`config.mk`:
```
export PLATFORM = sky130hd
export DESIGN_NAME = ecc_line_encoder_flat
export DESIGN_NICKNAME = d
export VERILOG_FILES = /design/src/rtl/ecc_line_encoder_if.sv /design/src/rtl/ecc_line_encoder.sv /design/src/flat_wrapper.sv
export SDC_FILE = /design/constraint.sdc
export NUM_CORES = 1
export LEC_CHECK = 0
export CAP_MARGIN = 15
export CORE_ASPECT_RATIO = 0.9
export CORE_MARGIN = 1
export CORE_UTILIZATION = 50
export DETAILED_ROUTE_END_ITERATION = 8
export MAX_ROUTING_LAYER = met4
export PLACE_DENSITY = 0.82
export RECOVER_POWER = 100
export SKIP_CTS_REPAIR_TIMING = 1
export SYNTH_ARGS = -nofsm -noshare
export SYNTH_HDL_FRONTEND = slang
export SYNTH_SLANG_ARGS = --single-unit
```
`constraint.sdc`:
```
create_clock -name clk_i -period 2.22 [get_ports clk_i]
set_input_delay 0.222 -clock clk_i [delete_from_list [all_inputs] [get_ports clk_i]]
set_output_delay 0.222 -clock clk_i [all_outputs]
set_load 0.01 [all_outputs]
```
`src/rtl/ecc_line_encoder_if.sv`:
```
// Write-request and SRAM-write handshake bundle for the ECC line encoder.
// The slave modport is the encoder's view; master is the requester/SRAM side.
interface ecc_line_encoder_if #(
    parameter int DIVISIONS = 1,
    parameter int SIZE      = 1,
    parameter int TAG_WIDTH = 1
);
    localparam int BLOCK_SIZE     = SIZE / DIVISIONS;
    localparam int BLOCK_SIZE_ECC = $clog2(BLOCK_SIZE) + BLOCK_SIZE + 2;
    localparam int TAG_ECC        = $clog2(TAG_WIDTH) + TAG_WIDTH + 2;
    localparam int LINE_WIDTH     = TAG_ECC + DIVISIONS * BLOCK_SIZE_ECC + 2;
    localparam int MAX_ECC        = (BLOCK_SIZE_ECC > TAG_ECC) ? BLOCK_SIZE_ECC : TAG_ECC;
    localparam int DIV_WIDTH      = $clog2(DIVISIONS + 1);
    localparam int BIT_WIDTH      = $clog2(MAX_ECC);

    logic                  req_valid_i;
    logic                  req_ready_o;
    logic [SIZE-1:0]       req_data_i;
    logic [TAG_WIDTH-1:0]  req_tag_i;
    logic                  req_dirty_i;
    logic                  req_vld_i;
    logic                  inj_en_i;
    logic [DIV_WIDTH-1:0]  inj_div_i;
    logic [BIT_WIDTH-1:0]  inj_bit_i;
    logic                  inj_dbl_i;
    logic                  out_valid_o;
    logic                  out_ready_i;
    logic [LINE_WIDTH-1:0] out_line_o;
    logic [15:0]           inj_cnt_o;

    modport slave (
        input  req_valid_i, req_data_i, req_tag_i, req_dirty_i, req_vld_i,
        input  inj_en_i, inj_div_i, inj_bit_i, inj_dbl_i, out_ready_i,
        output req_ready_o, out_valid_o, out_line_o, inj_cnt_o
    );

    modport master (
        output req_valid_i, req_data_i, req_tag_i, req_dirty_i, req_vld_i,
        output inj_en_i, inj_div_i, inj_bit_i, inj_dbl_i, out_ready_i,
        input  req_ready_o, out_valid_o, out_line_o, inj_cnt_o
    );
endinterface

```
`src/rtl/ecc_line_encoder.sv`:
```
// Write-side Hsiao ECC encoder for cache-line SRAMs with a 2-entry elastic
// buffer and a verification-only single/double bit error-injection path.

// Codeword layout: data in [K-1:0], check bits in [K+R-1:K].
module ecc_line_encoder_hsiao_enc #(
    parameter int K = 1
) (
    input  logic [K-1:0]             data,
    output logic [K+$clog2(K)+1:0]   code
);
    localparam int R = $clog2(K) + 2;

    // Data column i is the i-th R-bit pattern of odd weight >= 3 (ascending
    // weight, then value); tiny codes fall back to even-weight patterns.
    function automatic logic [R-1:0] hsiao_col(input int idx);
        int n;
        logic [R-1:0] res;
        n   = 0;
        res = '0;
        for (int pass = 0; pass < 2; pass++) begin
            for (int w = (pass == 0) ? 3 : 2; w <= R; w += 2) begin
                for (int v = 1; v < (1 << R); v++) begin
                    if ($countones(v) == w) begin
                        if (n == idx) res = R'(v);
                        n++;
                    end
                end
            end
        end
        return res;
    endfunction

    logic [R-1:0] cols [K];
    logic [R-1:0] parity;

    for (genvar i = 0; i < K; i++) begin : g_col
        localparam logic [R-1:0] COL = hsiao_col(i);
        assign cols[i] = COL;
    end

    // NOTE: every always_comb output gets a default first so no path infers a latch.
    always_comb begin
        parity = '0;
        for (int i = 0; i < K; i++) begin
            if (data[i]) parity ^= cols[i];
        end
    end

    assign code = {parity, data};
endmodule

module ecc_line_encoder #(
    parameter int DIVISIONS = 1,
    parameter int SIZE      = 1,
    parameter int TAG_WIDTH = 1
) (
    input  logic                clk_i,
    input  logic                rst_ni,
    ecc_line_encoder_if.slave   bus
);
    localparam int BLOCK_SIZE     = SIZE / DIVISIONS;
    localparam int BLOCK_SIZE_ECC = $clog2(BLOCK_SIZE) + BLOCK_SIZE + 2;
    localparam int TAG_ECC        = $clog2(TAG_WIDTH) + TAG_WIDTH + 2;

    typedef struct packed {
        logic [TAG_ECC-1:0]                  tag;
        logic [DIVISIONS*BLOCK_SIZE_ECC-1:0] data;
        logic                                dirty;
        logic                                valid;
    } line_t;

    typedef enum logic [1:0] {EMPTY, ONE, FULL} state_e;

    logic [DIVISIONS-1:0][BLOCK_SIZE_ECC-1:0] enc_data, data_flip;
    logic [TAG_ECC-1:0] enc_tag, tag_flip;
    logic  inj_hit;
    int    inj_bit, inj_div, bit_next_data, bit_next_tag;
    line_t new_line, out_q, skid_q;

    state_e state_q, state_d;
    logic   accept, xfer;
    logic   req_ready, out_valid;
    logic   load_out_new, load_out_skid, load_skid;
    logic [15:0] inj_cnt_q;

    for (genvar j = 0; j < DIVISIONS; j++) begin : g_div
        ecc_line_encoder_hsiao_enc #(.K(BLOCK_SIZE)) u_enc (
            .data (bus.req_data_i[j*BLOCK_SIZE +: BLOCK_SIZE]),
            .code (enc_data[j])
        );
    end

    ecc_line_encoder_hsiao_enc #(.K(TAG_WIDTH)) u_tag_enc (
        .data (bus.req_tag_i),
        .code (enc_tag)
    );

    assign inj_bit       = int'(bus.inj_bit_i);
    assign inj_div       = int'(bus.inj_div_i);
    assign bit_next_data = (inj_bit == BLOCK_SIZE_ECC - 1) ? 0 : inj_bit + 1;
    assign bit_next_tag  = (inj_bit == TAG_ECC - 1) ? 0 : inj_bit + 1;

    // Out-of-range division or bit index silently drops the injection.
    always_comb begin
        data_flip = '0;
        tag_flip  = '0;
        inj_hit   = 1'b0;
        if (bus.inj_en_i) begin
            if (inj_div == DIVISIONS) begin
                if (inj_bit < TAG_ECC) begin
                    inj_hit = 1'b1;
                    for (int k = 0; k < TAG_ECC; k++) begin
                        if (k == inj_bit || (bus.inj_dbl_i && k == bit_next_tag)) tag_flip[k] = 1'b1;
                    end
                end
            end else if (inj_div < DIVISIONS && inj_bit < BLOCK_SIZE_ECC) begin
                inj_hit = 1'b1;
                for (int j = 0; j < DIVISIONS; j++) begin
                    for (int k = 0; k < BLOCK_SIZE_ECC; k++) begin
                        if (j == inj_div && (k == inj_bit || (bus.inj_dbl_i && k == bit_next_data)))
                            data_flip[j][k] = 1'b1;
                    end
                end
            end
        end
    end

    always_comb begin
        new_line.tag   = enc_tag ^ tag_flip;
        new_line.data  = enc_data ^ data_flip;
        new_line.dirty = bus.req_dirty_i;
        new_line.valid = bus.req_vld_i;
    end

    // Handshakes decode straight from the state register, so req_ready has no
    // combinational dependence on out_ready_i.
    assign accept = bus.req_valid_i & (state_q != FULL);
    assign xfer   = (state_q != EMPTY) & bus.out_ready_i;

    // NOTE: sequential state uses non-blocking assignments so every flop samples pre-edge values.
    always_ff @(posedge clk_i or negedge rst_ni) begin
        if (!rst_ni) state_q <= EMPTY;
        else         state_q <= state_d;
    end

    always_comb begin
        state_d = state_q;
        unique case (state_q)
            EMPTY: if (accept) state_d = ONE;
            ONE: begin
                if (accept && !xfer)      state_d = FULL;
                else if (!accept && xfer) state_d = EMPTY;
            end
            FULL:    if (xfer) state_d = ONE;
            default: state_d = EMPTY;
        endcase
    end

    always_comb begin
        req_ready     = 1'b1;
        out_valid     = 1'b0;
        load_out_new  = 1'b0;
        load_out_skid = 1'b0;
        load_skid     = 1'b0;
        unique case (state_q)
            EMPTY: load_out_new = accept;
            ONE: begin
                out_valid    = 1'b1;
                load_out_new = accept && xfer;
                load_skid    = accept && !xfer;
            end
            FULL: begin
                out_valid     = 1'b1;
                req_ready     = 1'b0;
                load_out_skid = xfer;
            end
            default: ;
        endcase
    end

    always_ff @(posedge clk_i or negedge rst_ni) begin
        if (!rst_ni)            out_q <= '0;
        else if (load_out_new)  out_q <= new_line;
        else if (load_out_skid) out_q <= skid_q;
    end

    // NOTE: skid data is not reset; its validity lives entirely in state_q.
    always_ff @(posedge clk_i) begin
        if (load_skid) skid_q <= new_line;
    end

    always_ff @(posedge clk_i or negedge rst_ni) begin
        if (!rst_ni)
            inj_cnt_q <= '0;
        else if (accept && inj_hit && inj_cnt_q != 16'hFFFF)
            inj_cnt_q <= inj_cnt_q + 16'd1;
    end

    assign bus.req_ready_o = req_ready;
    assign bus.out_valid_o = out_valid;
    assign bus.out_line_o  = out_q;
    assign bus.inj_cnt_o   = inj_cnt_q;
endmodule
```
`src/flat_wrapper.sv`:
```
// flat-port wrapper written by rule: the top's interface ports become plain ports
module ecc_line_encoder_flat 
#(
    parameter int DIVISIONS = 1,
    parameter int SIZE      = 1,
    parameter int TAG_WIDTH = 1
)
  (clk_i, rst_ni, bus_req_valid_i, bus_req_data_i, bus_req_tag_i, bus_req_dirty_i, bus_req_vld_i, bus_inj_en_i, bus_inj_div_i, bus_inj_bit_i, bus_inj_dbl_i, bus_out_ready_i, bus_req_ready_o, bus_out_valid_o, bus_out_line_o, bus_inj_cnt_o);
  ecc_line_encoder_if #(.DIVISIONS(DIVISIONS), .SIZE(SIZE), .TAG_WIDTH(TAG_WIDTH)) bus_i ();
  input  logic clk_i;
  input  logic rst_ni;
  input wire logic [$bits(bus_i.req_valid_i)-1:0] bus_req_valid_i;
  input wire logic [$bits(bus_i.req_data_i)-1:0] bus_req_data_i;
  input wire logic [$bits(bus_i.req_tag_i)-1:0] bus_req_tag_i;
  input wire logic [$bits(bus_i.req_dirty_i)-1:0] bus_req_dirty_i;
  input wire logic [$bits(bus_i.req_vld_i)-1:0] bus_req_vld_i;
  input wire logic [$bits(bus_i.inj_en_i)-1:0] bus_inj_en_i;
  input wire logic [$bits(bus_i.inj_div_i)-1:0] bus_inj_div_i;
  input wire logic [$bits(bus_i.inj_bit_i)-1:0] bus_inj_bit_i;
  input wire logic [$bits(bus_i.inj_dbl_i)-1:0] bus_inj_dbl_i;
  input wire logic [$bits(bus_i.out_ready_i)-1:0] bus_out_ready_i;
  output wire logic [$bits(bus_i.req_ready_o)-1:0] bus_req_ready_o;
  output wire logic [$bits(bus_i.out_valid_o)-1:0] bus_out_valid_o;
  output wire logic [$bits(bus_i.out_line_o)-1:0] bus_out_line_o;
  output wire logic [$bits(bus_i.inj_cnt_o)-1:0] bus_inj_cnt_o;
  assign bus_i.req_valid_i = bus_req_valid_i;
  assign bus_i.req_data_i = bus_req_data_i;
  assign bus_i.req_tag_i = bus_req_tag_i;
  assign bus_i.req_dirty_i = bus_req_dirty_i;
  assign bus_i.req_vld_i = bus_req_vld_i;
  assign bus_i.inj_en_i = bus_inj_en_i;
  assign bus_i.inj_div_i = bus_inj_div_i;
  assign bus_i.inj_bit_i = bus_inj_bit_i;
  assign bus_i.inj_dbl_i = bus_inj_dbl_i;
  assign bus_i.out_ready_i = bus_out_ready_i;
  assign bus_req_ready_o = bus_i.req_ready_o;
  assign bus_out_valid_o = bus_i.out_valid_o;
  assign bus_out_line_o = bus_i.out_line_o;
  assign bus_inj_cnt_o = bus_i.inj_cnt_o;
  ecc_line_encoder #(.DIVISIONS(DIVISIONS), .SIZE(SIZE), .TAG_WIDTH(TAG_WIDTH)) u_core (.clk_i(clk_i), .rst_ni(rst_ni), .bus(bus_i));
endmodule
```
---- Yosys cells after proc, flatten, opt, wreduce, memory -nomap -nowiden ----
Index checks and enable logic that the tools add are counted.
word-level totals
  register bits after elaboration ......... 34
  input port bits ......................... 13
  output and inout port bits .............. 26
  word-level logic and storage cells ...... 86
operators by class
  $add $sub $neg .......................... 2
  $lt $le $gt $ge ......................... 2
  equality and inequality tests ........... 12
  mux-type cells .......................... 31
  bitwise operators ....................... 4
  reduce and logical (&&, ||, !) cells .... 25
operator list
  operator                                                               count
  32-bit logical NOT                                                     3
  2-bit by 32-bit equality test with 1-bit output, first input constant  1
  3-bit by 32-bit equality test with 1-bit output, first input constant  1
  32-bit two-way mux                                                     1
  3-bit two-way mux                                                      6
  16-bit by 1-bit adder with 16-bit output, second input constant        1
  8-bit two-way mux                                                      2
  16-bit != test, second input constant                                  1
  1-bit two-way mux                                                      14
  1-bit logical AND                                                      12
  2-bit two-way mux                                                      6
  2-bit one-hot mux with 3 select lines                                  1
  3-bit bitwise XOR                                                      2
  2-bit equality test, first input constant                              2
  2-bit equality test, second input constant                             2
  2-bit by 1-bit != test with 1-bit output, second input constant        2
  2-bit nonzero test                                                     2
  2-bit by 1-bit adder with 3-bit output, second input constant          1
  1-bit logical OR                                                       3
  3-bit by 1-bit != test with 1-bit output, second input constant        1
  3-bit AND reduction                                                    1
  1-bit AND                                                              2
  2-bit by 1-bit equality test with 1-bit output, second input constant  1
  1-bit logical NOT                                                      2
  6 further kinds                                                        6

---- Depth between registers and ports, before layout ----
Gate-level depths: netlist (run 1).
  depth after elaboration ................. 12
  depth in mapped cells ................... 8
  mapped depth without buffers ............ 6

---- By module ----
From an unflattened synthesis (run 1), not the netlist that was laid out.
unflattened totals
  cell total of the unflattened synthesis .. 154
  area total of the unflattened synthesis .. 1843.0 um^2
by module, submodules not included
  module                      times used  cells each  area each (um^2)  sequential area each (um^2)
  ecc_line_encoder            1           148         1798.0            890.9
  ecc_line_encoder_hsiao_enc  2           3           22.5              0.0

---- Worst setup path after synthesis (run 1) ----
No wires, ideal clock.
  kind .................................... reg-to-reg
  start point ............................. register u_core.inj_cnt_q[0] (netlist: u_core.bus.inj_cnt_o[0])
  end point ............................... register u_core.inj_cnt_q[1] (netlist: u_core.bus.inj_cnt_o[1])
  library setup time ...................... 128 ps
  arrival ................................. 1704 ps
  data required time ...................... 2092 ps
  slack ................................... 388 ps
  stages on the path, launching flop included .. 7
  buffers on the path ..................... 1
  clock period less this slack ............ 1832 ps
  cell sequence ........................... dfrtp_1 -> ha_1 -> nand4_1 -> or3_1 -> buf_6 -> o21ai_4 -> mux2_1
between the ends
  word-level cells in the longest chain between the ends .. 2
  elaborated cells on any way between the ends .. 3
  those cells by class .................... add/sub (1); eq/ne (1); reduce/logical (1)
ends and longest elaborated chain
  element                                                                                           RTL line                 RTL
  from (decl)                                                                                       ecc_line_encoder.sv:84   logic [15:0] inj_cnt_q;
  from (signal assigned)                                                                            ecc_line_encoder.sv:196  inj_cnt_q <= inj_cnt_q + 16'd1;
  parallel branches: the longest is 2 deep, another holds 16-bit by 1-bit adder with 16-bit output  -
Parallel ways; which one is timed is not known.
A chain may end at the register's enable or synchronous reset.

---- Final worst setup path (run 1) ----
Same ends and word-level chain as after synthesis.

==> results of run 1 <==
-- critical path: stages, from the launching register on --
cell	delay, ns
dfrtp_1	0.42
ha_1	0.23
nand4_1	0.13
or3_1	0.54
o21ai_1	0.27
mux2_1	0.35
-- routing by layer --
layer / GRT usage [%] / up-vias / part of all wire (%)
met1: 28.2 / 633 / 44
met3: 4.81 / 6 / 4.7
li1: - / 641 / -
met2: 35.8 / 38 / 49
met4: 12.1 / 0 / 1.7
met5: - / - / 0
-- cell usage in the layout, fill, tap and decap left out, drive strengths merged, types with 2 or more instances in the layout --
master,synthesis,layout
a21oi,4,4
a32oi,2,2
and3,3,3
and3b,2,2
and4,3,3
clkbuf,2,10
clkdlybuf4s50,0,8
dfrtp,26,26
dlygate4sd3,0,30
edfxtp,8,8
ha,5,5
inv,5,5
mux2,13,13
nand2,11,11
nand2b,2,2
nand3,3,3
nand3b,3,3
nand4,3,3
nor2,3,3
nor2b,2,2
nor3,5,5
nor4,4,4
o2111ai,2,2
o211ai,5,5
o21ai,3,3
o21bai,2,2
xnor2,8,8
xor2,12,12
-- worst paths after layout --
kind                                                          start                              endpoint  slack [ns]  depth (start not counted)
worst max-delay path            u_core.bus.inj_cnt_o[0]$_DFFE_PN0P_   u_core.bus.inj_cnt_o[1]$_DFFE_PN0P_        0.17                          5
worst min-delay path            u_core.bus.inj_cnt_o[7]$_DFFE_PN0P_   u_core.bus.inj_cnt_o[7]$_DFFE_PN0P_        0.50                          1
worst max register to register  u_core.bus.inj_cnt_o[0]$_DFFE_PN0P_   u_core.bus.inj_cnt_o[1]$_DFFE_PN0P_        0.17                          5
worst min register to register  u_core.bus.inj_cnt_o[7]$_DFFE_PN0P_   u_core.bus.inj_cnt_o[7]$_DFFE_PN0P_        0.50                          1
max in group asynchronous                                    rst_ni         u_core.state_q[1]$_DFFE_PN0P_        0.55                          2
min in group asynchronous                                    rst_ni  u_core.bus.inj_cnt_o[11]$_DFFE_PN0P_        0.80                          2
-- Yosys cell counts (all sizes together) (2+ instances only) --
cell type	count
nor3	5
dfrtp	26
xnor2	8
inv	5
and3b	2
nand2b	2
nor2b	2
nand3b	3
nor2	3
buf	2
nand3	3
o2111ai	2
mux2	13
edfxtp	8
nand4	3
clkbuf	2
a32oi	2
o211ai	5
xor2	12
o21ai	3
nand2	11
ha	5
and3	3
and4	3
o21bai	2
nor4	4
a21oi	4
-- metrics by stage --
step           instances  util (%)  area [um2]  power (W)
2_1_floorplan        151         -        1810    0.00146
3_3_place_gp         232      65.3        2240    0.00186
3_5_place_dp         232      65.3        2240    0.00192
4_1_cts              240      67.6        2320    0.00236
5_1_grt              240      66.4        2270    0.00242
6_report             240      66.4        2270    0.00227
-- layout make-up --
cell class	instances	area (um2)	share of cell area, %
timing repair buffer	41	395	17.4
sequential	34	891	39.2
inverter	5	18.8	0.825
multi-input combinational	108	835	36.7
clock buffer	8	80.1	3.52
tap	44	55.1	2.42
-- registers in the layout, summed over array words and instances (netlist names) --
register,cells
u_core.bus.inj_cnt_o,16
u_core.skid_q,8
u_core.bus.out_line_o,8
u_core.state_q,2
-- power by group --
part	switching (W)	internal, W
Clock	0.000218	0.000223
Combinational	0.000406	0.000484
Sequential	0.000124	0.000818
-- cells by family after synthesis --
family / count (synthesis)
adder cells (fa/ha/maj): 5
buffers and inverters: 9
multiplexers: 14
AND/OR/NAND/NOR: 48
XOR/XNOR: 20
flip-flops: 34
AO/OA/AOI/OAI: 21
==> flow_summary.toml, run 1 <==
[run_status]
outcome = "completed"

[logic_synthesis]
synth.avg_cell_area_um2 = 12.0
synth_edf_count = 8
synth-simple-area-share_pct = 16.5
synth.distinct_cells = 45
synth_top_family_by_area = "simple AND/OR/NAND/NOR gates"
ys_warn_count = 0
netlist_top_cells_area = "dfrtp_1 (36%), edfxtp_1 (13%), mux2_2 (7.4%)"
synth_area_um2 = 1810
ys_ff_latch = 34
synth_xor_area_share_pct = 9.66
synth_fp_nets = 169
synth_top_cell_area_share_pct = 35.9
async_flop_share_pct = 76.5
yosysTopAreaCell = "dfrtp_1"
ys.flop_type = "dfrtp_1"
synthAdderAreaFrac_pct = 3.45
yosys-mux-area-fraction_pct = 8.62
synth-compound-area-share_pct = 9.72
syn_inst = 151
ys_seq_area_share_pct = 49.1

[setup_path]
critical_path_class = "reg -> reg"
start_kind = "register"
critPathRequiredTime_ns = 2.40
arrival_ns = 2.23
crit_path_end_kind = "register"
worstPathMaxFanout = 8

[die]
pin_count = 39
die_x_um = 65.5
rows = 20
design.core.area_um2 = 3430
die_h_um = 59.1
dieArea_um2 = 3870
start_util_pct = 52.9

[clock_network]
cts_made_buffers = 5
path_clk_slew_ns = 0.07
cts_sinks = 34
cts_tree = "done"
clk_latency_ns = 0.29
cts_root_buffer = "clkbuf_8"
h-tree-depth = 2
clockBufferDepth = 2

[routing]
vias = 1318
routed_via_density = 5.49
finalWirelength_mm = 3.76
routedWlPerCell_um = 15.7
first_pass_iters = 4
drc_errors = 0
drt_iter0_markers = 57
ant_nets = 0

[placed_design]
dp_slack_ns = 0.200
place_hpwl_mm = 2.75
place_congestion = 0.770
port_buffers = 38

[pwr]
leakage_nw = 0.990
peakVddDrop_v = 0.000490
power_density_nw_per_um2 = 999

[timing]
fmax_ghz = 0.488
rsz0062_at_grt = "false"
setup_violations = 0
fin_tns_setup_ns = 0
worst_slack_ns = 0.172
timing.hold.ws_ns = 0.502
fin_crit_sh_pct = 92.2
clock_skew_ns = 0.00750
timing.slew.headroom_pct = 2.09
final_max_slew_viol_count = 0
worstMarginPinSlew_ns = 1.47
hold_viol_final = 0
finalCriticalPeriod_ns = 2.05

[cells_and_area]
syn_to_final_growth_pct = 25.4
fillers = 249
finalNetCount = 213
drive_above_1_share_pct = 12.2
antenna_cells = 0

[hold_path]
hp-class = "reg -> reg"

[global_routing]
grtUsageTotal_pct = 23.0
grt_pass1_vias = 1325
antenna_found_initial = 0
grt_max_degree = 27
grt_pass1_wl_mm = 6.16
overflow = 0

[flow_run]
cap_violations = 0
(Power assumes the default switching activity.)
==> inputs of run 2 (changes only) <==
CORE_MARGIN = 2   (was 1)
CTS_CLUSTER_SIZE = 24   (was unset)
==> flow_summary.toml, run 2 (synthesis results as in run 1) <==
[routing]
vias = 1340
first_pass_iters = 4
ant_nets = 0
routedWlPerCell_um = 15.7
routed_via_density = 5.58
finalWirelength_mm = 3.77
drt_iter0_markers = 104
drc_errors = 0

[clock_network]
cts_made_buffers = 5
cts_sinks = 34
clk_latency_ns = 0.29
h-tree-depth = 2
path_clk_slew_ns = 0.07
cts_root_buffer = "clkbuf_8"
clockBufferDepth = 2
cts_tree = "done"

[setup_path]
arrival_ns = 2.00
start_kind = "register"
rr_worst_depth = 5
rr_endpoint = "u_core.skid_q[7]$_DFFE_PN_"
rrSetupSlack_ns = 0.17
path_depth = 5
critPathRequiredTime_ns = 2.16
crit_path_end_kind = "register"
crit_family = "simple AND/OR/NAND/NOR gates"
crit_path_end = "u_core.skid_q[7]$_DFFE_PN_"
critical_path_class = "reg -> reg"
cp_num_buf_inv = 2
crit_chain = "inv_1, ha_1, and3b_1, nor2b_1, clkbuf_1"
worstPathMaxFanout = 8
rr_startpoint = "u_core.state_q[0]$_DFFE_PN0P_"
slowest_stage = "dfrtp_1"
slowest_delay_ns = 0.38
crit_path_start = "u_core.state_q[0]$_DFFE_PN0P_"

[global_routing]
antenna_found_initial = 0
grtUsageTotal_pct = 20.3
grt_pass1_wl_mm = 5.93
overflow = 0
grt_pass1_vias = 1254
grt_max_degree = 27

[cells_and_area]
finalNetCount = 213
antenna_cells = 0
largest_reg_flops = 16
fillers = 268
fin_util_pct = 67.0
final_common_cell = "dlygate4sd3_1"
syn_to_final_growth_pct = 26.6
layout_common_cells = "dlygate4sd3_1 (31), dfrtp_1 (26), xor2_1 (12), mux2_2 (12), nand2_1 (10)"
drive_above_1_share_pct = 13.8

[die]
dieArea_um2 = 4130
die_x_um = 67.5
design.core.area_um2 = 3430
die_h_um = 61.1
rows = 20
start_util_pct = 52.9
pin_count = 39

[placed_design]
port_buffers = 38
dp_slack_ns = 0.177
place_congestion = 0.814
place_hpwl_mm = 2.70

[run_status]
outcome = "completed"

[timing]
timing.hold.ws_ns = 0.499
final_max_slew_viol_count = 0
finalCriticalPeriod_ns = 2.05
worstMarginPinSlew_ns = 1.45
fmax_ghz = 0.487
setup_violations = 0
rsz0062_at_grt = "false"
fin_tns_setup_ns = 0
hold_viol_final = 0
timing.slew.headroom_pct = 3.06
fin_crit_sh_pct = 92.4
clock_skew_ns = 0.00745
worst_slack_ns = 0.168

[flow_run]
cap_violations = 0

[pwr]
leakage_nw = 1.00
total_power_w = 0.00230
peakVddDrop_v = 0.000766
power_density_nw_per_um2 = 1000

[hold_path]
hp-class = "reg -> reg"
==> run 2: changes by cell type in the layout (fill, tap and decap cells not counted) <==
cell	before	now
clkbuf_1	5	3
clkbuf_8	5	6
clkdlybuf4s50_1	8	7
clkinv_2	0	1
dlygate4sd3_1	30	31
o21ai_1	1	0
o21ai_4	0	1
==> run 2: tightest hold or removal path, cell delays in order (launching register included) <==
cell and delay [ns]:
edfxtp_1 0.33, a32oi_1 0.09, nand2_1 0.05
==> run 2: worst min path at each step <==
| stage | from | endpoint | slack, ns | depth (start not counted) |
|---|---|---|---|---|
| 2_1_floorplan | rst_ni | u_core.bus.inj_cnt_o[0]$_DFFE_PN0P_ | -0.07 | 0 |
| 3_3_place_gp | u_core.skid_q[1]$_DFFE_PN_ | u_core.bus.out_line_o[1]$_DFFE_PN0P_ | 0.48 | 2 |
| 3_5_place_dp | u_core.skid_q[1]$_DFFE_PN_ | u_core.bus.out_line_o[1]$_DFFE_PN0P_ | 0.48 | 2 |
| 4_1_cts | rst_ni | u_core.state_q[1]$_DFFE_PN0P_ | 0.32 | 2 |
| 5_1_grt | u_core.skid_q[1]$_DFFE_PN_ | u_core.bus.out_line_o[1]$_DFFE_PN0P_ | 0.50 | 2 |
| 6_report | u_core.skid_q[1]$_DFFE_PN_ | u_core.bus.out_line_o[1]$_DFFE_PN0P_ | 0.50 | 2 |
==> run 2: cell type report <==
class	count	area (um2)	area share, %
Clock buffer	7	86.3	3.76
Clock inverter	1	5.00	0.218
Inverter	5	18.8	0.817
Multi-Input combinational cell	108	846	36.8
Sequential cell	34	891	38.8
Tap cell	44	55.1	2.40
Timing Repair Buffer	41	395	17.2
==> run 2: where the power goes <==
| group | switching [W] | total, W | internal, W |
|---|---|---|---|
| Clock | 0.000219 | 0.000469 | 0.000250 |
| Sequential | 0.000120 | 0.000937 | 0.000817 |
| Combinational | 0.000410 | 0.000898 | 0.000488 |
| Total | 0.000750 | 0.00230 | 0.00155 |
==> run 2: metal layers <==
layer	share of wire (%)	track usage, %	wire length (um)
met1	43	24.1	1620
met2	52	33.9	1970
met3	3.1	4.94	117
met4	1.5	7.00	57
met5	0	-	0
==> run 2: metrics by stage <==
stage | std cells | cell area [um2]
3_5_place_dp | 232 | 2240
4_1_cts | 240 | 2330
5_1_grt | 240 | 2300
2_1_floorplan | 151 | 1810
3_3_place_gp | 232 | 2240
6_report | 240 | 2300
